==> src/rtl/seq_shift_unit.sv <==
// Multi-cycle shifter/rotator: coarse STEP-bit moves, then single-bit moves, with a start/busy/done handshake.
// Optional abort input is compiled in when SEQ_SHIFT_ABORT_EN is defined.
module seq_shift_unit #(
  parameter int WIDTH = 64,
  parameter int STEP  = 8,
  parameter int AMT_W = $clog2(WIDTH)
) (
  input  logic             clk,
  input  logic             resetn,
  input  logic             start,
`ifdef SEQ_SHIFT_ABORT_EN
  input  logic             abort,
`endif
  input  logic [1:0]       mode,
  input  logic [AMT_W-1:0] amount,
  input  logic [WIDTH-1:0] data,
  output logic [WIDTH-1:0] q,
  output logic             busy,
  output logic             done
);

  typedef enum logic [1:0] {IDLE, SHIFT, DONE} state_e;

  localparam logic [AMT_W-1:0] STEP_A = AMT_W'(STEP);
  localparam logic [AMT_W-1:0] ONE_A  = AMT_W'(1);

  state_e           state_q, state_d;
  logic [WIDTH-1:0] q_q, q_d;
  logic [AMT_W-1:0] rem_q, rem_d;
  logic [AMT_W-1:0] step_amt;
  logic [1:0]       mode_q, mode_d;
  logic             busy_q, busy_d;
  logic             done_q, done_d;

  function automatic logic [WIDTH-1:0] shift_word(input logic [WIDTH-1:0] v,
                                                   input logic [1:0]       m,
                                                   input logic [AMT_W-1:0] d);
    logic signed [WIDTH-1:0] sv;
    sv = v;
    case (m)
      2'b00:   shift_word = v << d;
      2'b01:   shift_word = v >> d;
      2'b10:   shift_word = sv >>> d;
      default: shift_word = (v << d) | (v >> (WIDTH - int'(d)));
    endcase
  endfunction

  // Coarse moves while at least STEP remains, then single-bit moves finish the distance.
  assign step_amt = (rem_q >= STEP_A) ? STEP_A : ONE_A;

  always_comb begin
    state_d = state_q;
    q_d     = q_q;
    rem_d   = rem_q;
    mode_d  = mode_q;
    case (state_q)
      IDLE, DONE: begin
        state_d = IDLE;
        if (start) begin
          q_d     = data;
          mode_d  = mode;
          rem_d   = amount;
          state_d = (amount == '0) ? DONE : SHIFT;
        end
      end
      SHIFT: begin
`ifdef SEQ_SHIFT_ABORT_EN
        if (abort) begin
          state_d = IDLE;
          rem_d   = '0;
        end else begin
`else
        begin
`endif
          q_d   = shift_word(q_q, mode_q, step_amt);
          rem_d = rem_q - step_amt;
          if (rem_d == '0) state_d = DONE;
        end
      end
      default: state_d = IDLE;
    endcase
    busy_d = (state_d == SHIFT);
    done_d = (state_d == DONE);
  end

  always_ff @(posedge clk or negedge resetn) begin
    if (!resetn) begin
      state_q <= IDLE;
      q_q     <= '0;
      rem_q   <= '0;
      mode_q  <= 2'b00;
      busy_q  <= 1'b0;
      done_q  <= 1'b0;
    end else begin
      state_q <= state_d;
      q_q     <= q_d;
      rem_q   <= rem_d;
      mode_q  <= mode_d;
      busy_q  <= busy_d;
      done_q  <= done_d;
    end
  end

  assign q    = q_q;
  assign busy = busy_q;
  assign done = done_q;

endmodule

==> config.mk <==
export PLATFORM = sky130hd
export DESIGN_NAME = seq_shift_unit
export DESIGN_NICKNAME = d
export VERILOG_FILES = /design/src/rtl/seq_shift_unit.sv
export SDC_FILE = /design/constraint.sdc
export NUM_CORES = 1
export LEC_CHECK = 0
export BUFFER_PORTS_ARGS = -buffer_cell sky130_fd_sc_hd__clkbuf_2
export CORE_MARGIN = 5
export CORE_UTILIZATION = 48
export DETAILED_ROUTE_END_ITERATION = 12
export PLACE_DENSITY = 0.73
export SKIP_LAST_GASP = 1
export SLEW_MARGIN = 20
export SYNTH_ARGS = -nofsm -noshare
export SYNTH_HDL_FRONTEND = slang
export SYNTH_SLANG_ARGS = --single-unit
==> constraint.sdc <==
create_clock -name clk -period 2.3 [get_ports clk]
set_input_delay 0.23 -clock clk [delete_from_list [all_inputs] [get_ports clk]]
set_output_delay 0.23 -clock clk [all_outputs]
set_load 0.01 [all_outputs]
# Word-level counts from Yosys, hierarchy flattened
# Index checks and enable logic that the tools add are counted.
# totals
mem_bits_ro	0
mem_bits_rw	0
out_inout_bits	66
latchBits	0
in_bits	75
elab_cells	39
register_bits	76
n_memories	0
# op_classes
n_mul	0
eq_ne	7
n_bitwise	1
n_div	0
muxes	10
n_shift	4
add_sub_neg	2
n_lt_le_gt_ge	1
reduce_logical	8
# ops
operator	n
$pmux 64 s3	1
$pmux 64 s2	1
$mux 64	1
$or 64x64->64	1
$shl 64x4->64	1
$shr 64x32->64	1
$shr 64x4->64	1
$sshr 64x4->64	1
$logic_not 6->1	2
$pmux 6 s2	1
$sub 7x4->8 const A	1
$eq 2x1->1 const B	3
$eq 2x2->1 const B	3
$ge 6x4->1 const B	1
$mux 2	3
$mux 6	1
$sub 6x4->6	1
$logic_not 2->1	2
$mux 4	1
$pmux 2 s2	1
$reduce_and 2->1	2
$ne 2x2->1 const B	1
$reduce_bool 2->1	1
$reduce_or 2->1	1

# Depth between registers and ports, before layout
# logic_depth
word_depth	7
mapped_depth	10
ltp_nobuf	7

# Least setup slack after synthesis
# No wires, ideal clock.
# synth_timing
kind	register -> register
start	reg rem_q[4]
end	reg done_q, in the netlist done
t_required_ns	2.233
synth_period_minus_slack_ns	2.194
slack_ns	0.106
n_path_buf	3
setup_ns	0.067
stages_incl_launch_ff	10
t_arrival_ns	2.128
path_cell_list	dfrtp_1 -> or3_1 -> buf_6 -> inv_8 -> buf_12 -> buf_8 -> ha_1 -> nand3_1 -> nor4b_1 -> a22o_1
# synth_between
elab_chain_cells	7
# synth_rtl
item	line_no	source
start: declaration	29	logic [AMT_W-1:0] rem_q, rem_d;
start signal: assignment	97	rem_q <= rem_d;
$ge 6x4->1	49	assign step_amt = (rem_q >= STEP_A) ? STEP_A : ONE_A;
$mux 4	49	
$sub 6x4->6 (*)	76	rem_d = rem_q - step_amt;
$logic_not 6->1 (*)	77	if (rem_d == '0) state_d = DONE;
$mux 2 (*)	77	
$pmux 2 s2 (*)	56	case (state_q)
$eq 2x2->1 (*)	83	done_d = (state_d == DONE);
named net done_d	33	logic done_q, done_d;
end signal: assignment	100	done_q <= done_d;
end: declaration	33	
# Mark *: on every way through the listed nets, which the timed path passes. The rest lies on a longest branch.
# A chain may end at the register's enable or synchronous reset.

# Final worst setup path
# layout_timing
start	reg rem_q[5]
end	reg q_q[8], in the netlist q[8]
# layout_between
elab_chain_cells	7
elab_cells_between_ends	10
cone_classes	1 x add/sub; 1 x order compare; 4 x shift; 3 x mux; 1 x bitwise
# layout_rtl
item	line_no	source
$ge 6x4->1 (*)	49	
$mux 4 (*)	49	
$sub 7x4->8	44	default: shift_word = (v << d) | (v >> (WIDTH - int'(d)));
$shr 64x32->64	44	
$or 64x64->64	44	
$pmux 64 s3 (*)	40	case (m)
$pmux 64 s2 (*)	56	
end signal: assignment	96	q_q <= q_d;
end: declaration	28	logic [WIDTH-1:0] q_q, q_d;
# Mark *: on every way between the ends. The rest lies on a longest branch, timed or not.

==> impl_metrics.json <==
{
  "crit_path_start": "rem_q[5]$_DFFE_PN0P_",
  "fin_crit_ps": 2159,
  "synth_ff_type": "dfrtp_1",
  "p_leak_nw": 2.776,
  "drv_slew": 0,
  "die_w_um": 113.1,
  "critPathMaxStageDelay_ps": 790,
  "grt_max_degree": 50,
  "finalNetCount": 738,
  "r2r_setup_slack_ps": 140,
  "ctsRootBufferMaster": "clkbuf_8",
  "synth_warnings": 0,
  "detailedPlace.worstSlack_ps": 154.0,
  "portBuffers": 140,
  "grt_overflow": 0,
  "timing.rr.end": "q[8]$_DFFE_PN0P_",
  "cp.required_ps": 2550,
  "cts_buffer_depth": 2,
  "die_area_um2": 12800,
  "worst_path_dominant_cell_family": "simple AND/OR/NAND/NOR gates",
  "ys_seq_elements": 76,
  "synth_largest_area_cell": "dfrtp_1",
  "ant_nets": 0,
  "vias": 5283,
  "fin_ws_ps": 140.8,
  "cts_sinks": 76,
  "final_util": 0.5976,
  "dp.final_hpwl_mm": 11.83,
  "antenna_cells": 0,
  "track_usage": 0.2658,
  "grt_pass1_wl_mm": 27.48,
  "syn_area_per_cell_um2": 9.473,
  "holdPathStages": 3,
  "hold_ws_ps": 79.80,
  "netlist_top_cells_area": "dfrtp_1 (37%), nand2_1 (8.8%), mux2_2 (7.9%), mux2i_1 (7.6%), a222oi_1 (5.7%)",
  "post-place-cells": 785,
  "max_freq_mhz": 463.1,
  "p_sw_frac": 0.5032,
  "fill_cells": 925,
  "worst_slew_pin_slew_ps": 997.3,
  "htree_levels": 3,
  "cts_tree": "yes",
  "min_from": "data[48]",
  "met2_length_mm": 7.934,
  "area_growth_pct": 21.37,
  "hp-class": "in -> reg",
  "drtIter0Drc": 749,
  "total_power_mw": 11.80,
  "end_kind": "flop",
  "cts_buffers": 9,
  "p_seq_frac": 0.284,
  "met3_wirelength_mm": 1.968,
  "synth.distinct_cells": 61,
  "post-route-drc-count": 0,
  "drt_first_pass_iters": 8,
  "worstSetupPathType": "reg -> reg",
  "multi_input_area_um2": 2963,
  "path_cells": "or3_1 -> inv_8 -> nor2_1 -> buf_4 -> a31oi_1",
  "grt_pass1_vias": 5165,
  "synth_nets": 616,
  "status": "complete, no violations",
  "start_kind": "flop",
  "antenna_found_initial": 0,
  "critPathMaxFanout": 18,
  "stdcell_count": 802,
  "synth_cells": 539,
  "cellPowerDensity_nw_per_um2": 1903,
  "cp.buffers_inverters": 2,
  "m1WireLength_mm": 7.000,
  "hold_viol_final": 0,
  "reg2reg_depth": 5,
  "clkSlewWorstSetupHoldPaths_ps": 90,
  "timing.rr.start": "rem_q[5]$_DFFE_PN0P_",
  "async_reset_ff_frac": 1.000,
  "max_cap_violations": 0,
  "gp_congestion": 0.9223,
  "ioPinCount": 141,
  "p_int_mw": 5.860,
  "synth_area_um2": 5106,
  "clock_skew_ps": 14.57,
  "core_area_um2": 10370,
  "peakVddDrop_uv": 885.8,
  "ff_latch_area_um2": 1902,
  "critPathCapture": "q[8]$_DFFE_PN0P_",
  "synth_top_cell_area_share": 0.3725,
  "yosys-top-cells-count": "nand2_1 (120), dfrtp_1 (76), mux2i_1 (39), mux2_2 (36), a222oi_1 (29)",
  "initial_core_util": 0.4924,
  "dpl_cell_area_um2": 5995,
  "rsz0062_at_grt": "no",
  "synth.most_common_cell": "nand2_1",
  "slew_headroom": 0.3327,
  "drt_wl_total_mm": 17.33,
  "wl_per_cell_um": 21.61,
  "cp.arrival_ps": 2400,
  "die_h_um": 113.1,
  "final_cell_area_um2": 6197,
  "yosysSeqAreaShare": 0.3725,
  "via_per_inst": 6.587,
  "synth_edf_count": 0,
  "top_layer": "met4",
  "layout-drive-gt1-share": 0.3468,
  "setup_tns_ps": 0,
  "rows": 37,
  "period_share": 0.9388,
  "setup_viol": 0,
  "crit_slowest_cell": "nor2_1",
  "p_sw_mw": 5.935,
  "clkLatencyLatePin_ps": 370,
  "p_clk_frac": 0.083,
  "combPwrFrac": 0.632,
  "cp.depth": 5
}
## how the worst min path moves through the flow
stage                                 endpoint
after floorplan                 busy$_DFF_PN0_
after global placement    rem_q[1]$_DFFE_PN0P_
after detailed placement  rem_q[1]$_DFFE_PN0P_
after CTS                    q[48]$_DFFE_PN0P_
after global routing         q[18]$_DFFE_PN0P_
final                        q[48]$_DFFE_PN0P_
## cell type report
class | instances | area share
multi-input cells | 407 | 0.4781
flip-flops and latches | 76 | 0.3069
repair buffers | 163 | 0.1538
well taps | 136 | 0.02746
clock buffers | 10 | 0.02221
clock inverters | 6 | 0.007874
inverters | 4 | 0.003634
## flip-flops by register name, indices dropped and copies added, names as in the netlist
signal and flops:
busy 1, done 1, mode_q 2, q 64, rem_q 6, state_q 2
## power by group through the flow
| stage | registers [mW] | logic [mW] | clock network (mW) |
|---|---|---|---|
| finish | 3.36 | 7.46 | 0.984 |
| global route | 3.42 | 8.16 | 1.06 |
| CTS | 3.29 | 7.42 | 0.989 |
| detailed placement | 3.32 | 7.38 | 0 |
| global placement | 3.29 | 7.18 | 0 |
| floorplan | 3.01 | 5.20 | 0 |
## cells in the final DEF, fill, tap and decap left out, types with 3 or more instances in the layout
cell,n
clkbuf_2,139
nand2_1,120
dfrtp_1,76
mux2i_1,39
mux2_2,36
a222oi_1,29
a32oi_1,28
a31oi_1,22
a32o_1,19
o21ai_0,18
buf_4,17
nor2_1,15
clkbuf_8,10
o22a_1,7
a21oi_1,6
buf_12,6
nand2b_1,4
o22ai_1,4
nor3b_1,4
a22oi_1,4
inv_1,3
nand3_1,3
a22o_1,3
a311o_1,3
clkinvlp_4,3
## per-layer routing
| layer | global-route usage | vias to the layer above |
|---|---|---|
| li1 | - | 2351 |
| met1 | 0.3795 | 2537 |
| met2 | 0.3977 | 357 |
| met3 | 0.05508 | 38 |
| met4 | 0.09856 | 0 |
| met5 | 0 | - |
## timing repair
item                                    4_1_cts  5_1_grt
endpoints found under the setup margin        0        4
hold endpoints to repair                     39        0
hold buffers                                  1        0
setup buffers                                 0        0
resized for setup                             0        1
## worst register-to-register path, cell delays in order (launching register included)
cell and delay [ps]:
dfrtp_1 420, or3_1 310, inv_8 130, nor2_1 790
buf_4 310, a31oi_1 90
## kinds of logic (layout without fill, tap and decap cells)
group / after synthesis / after routing / share of synthesized area
xor gates and xnor gates: 4 / 4 / 0.008333
buffers and inverters: 56 / 183 / 0.05881
DFF: 76 / 76 / 0.3725
adders and majority gates: 3 / 3 / 0.007105
muxes: 76 / 76 / 0.1580
AOI/OAI and AO/OA: 162 / 162 / 0.2612
and+or+nand+nor: 162 / 162 / 0.1340
Note: power is estimated with default switching activity, not from simulation.
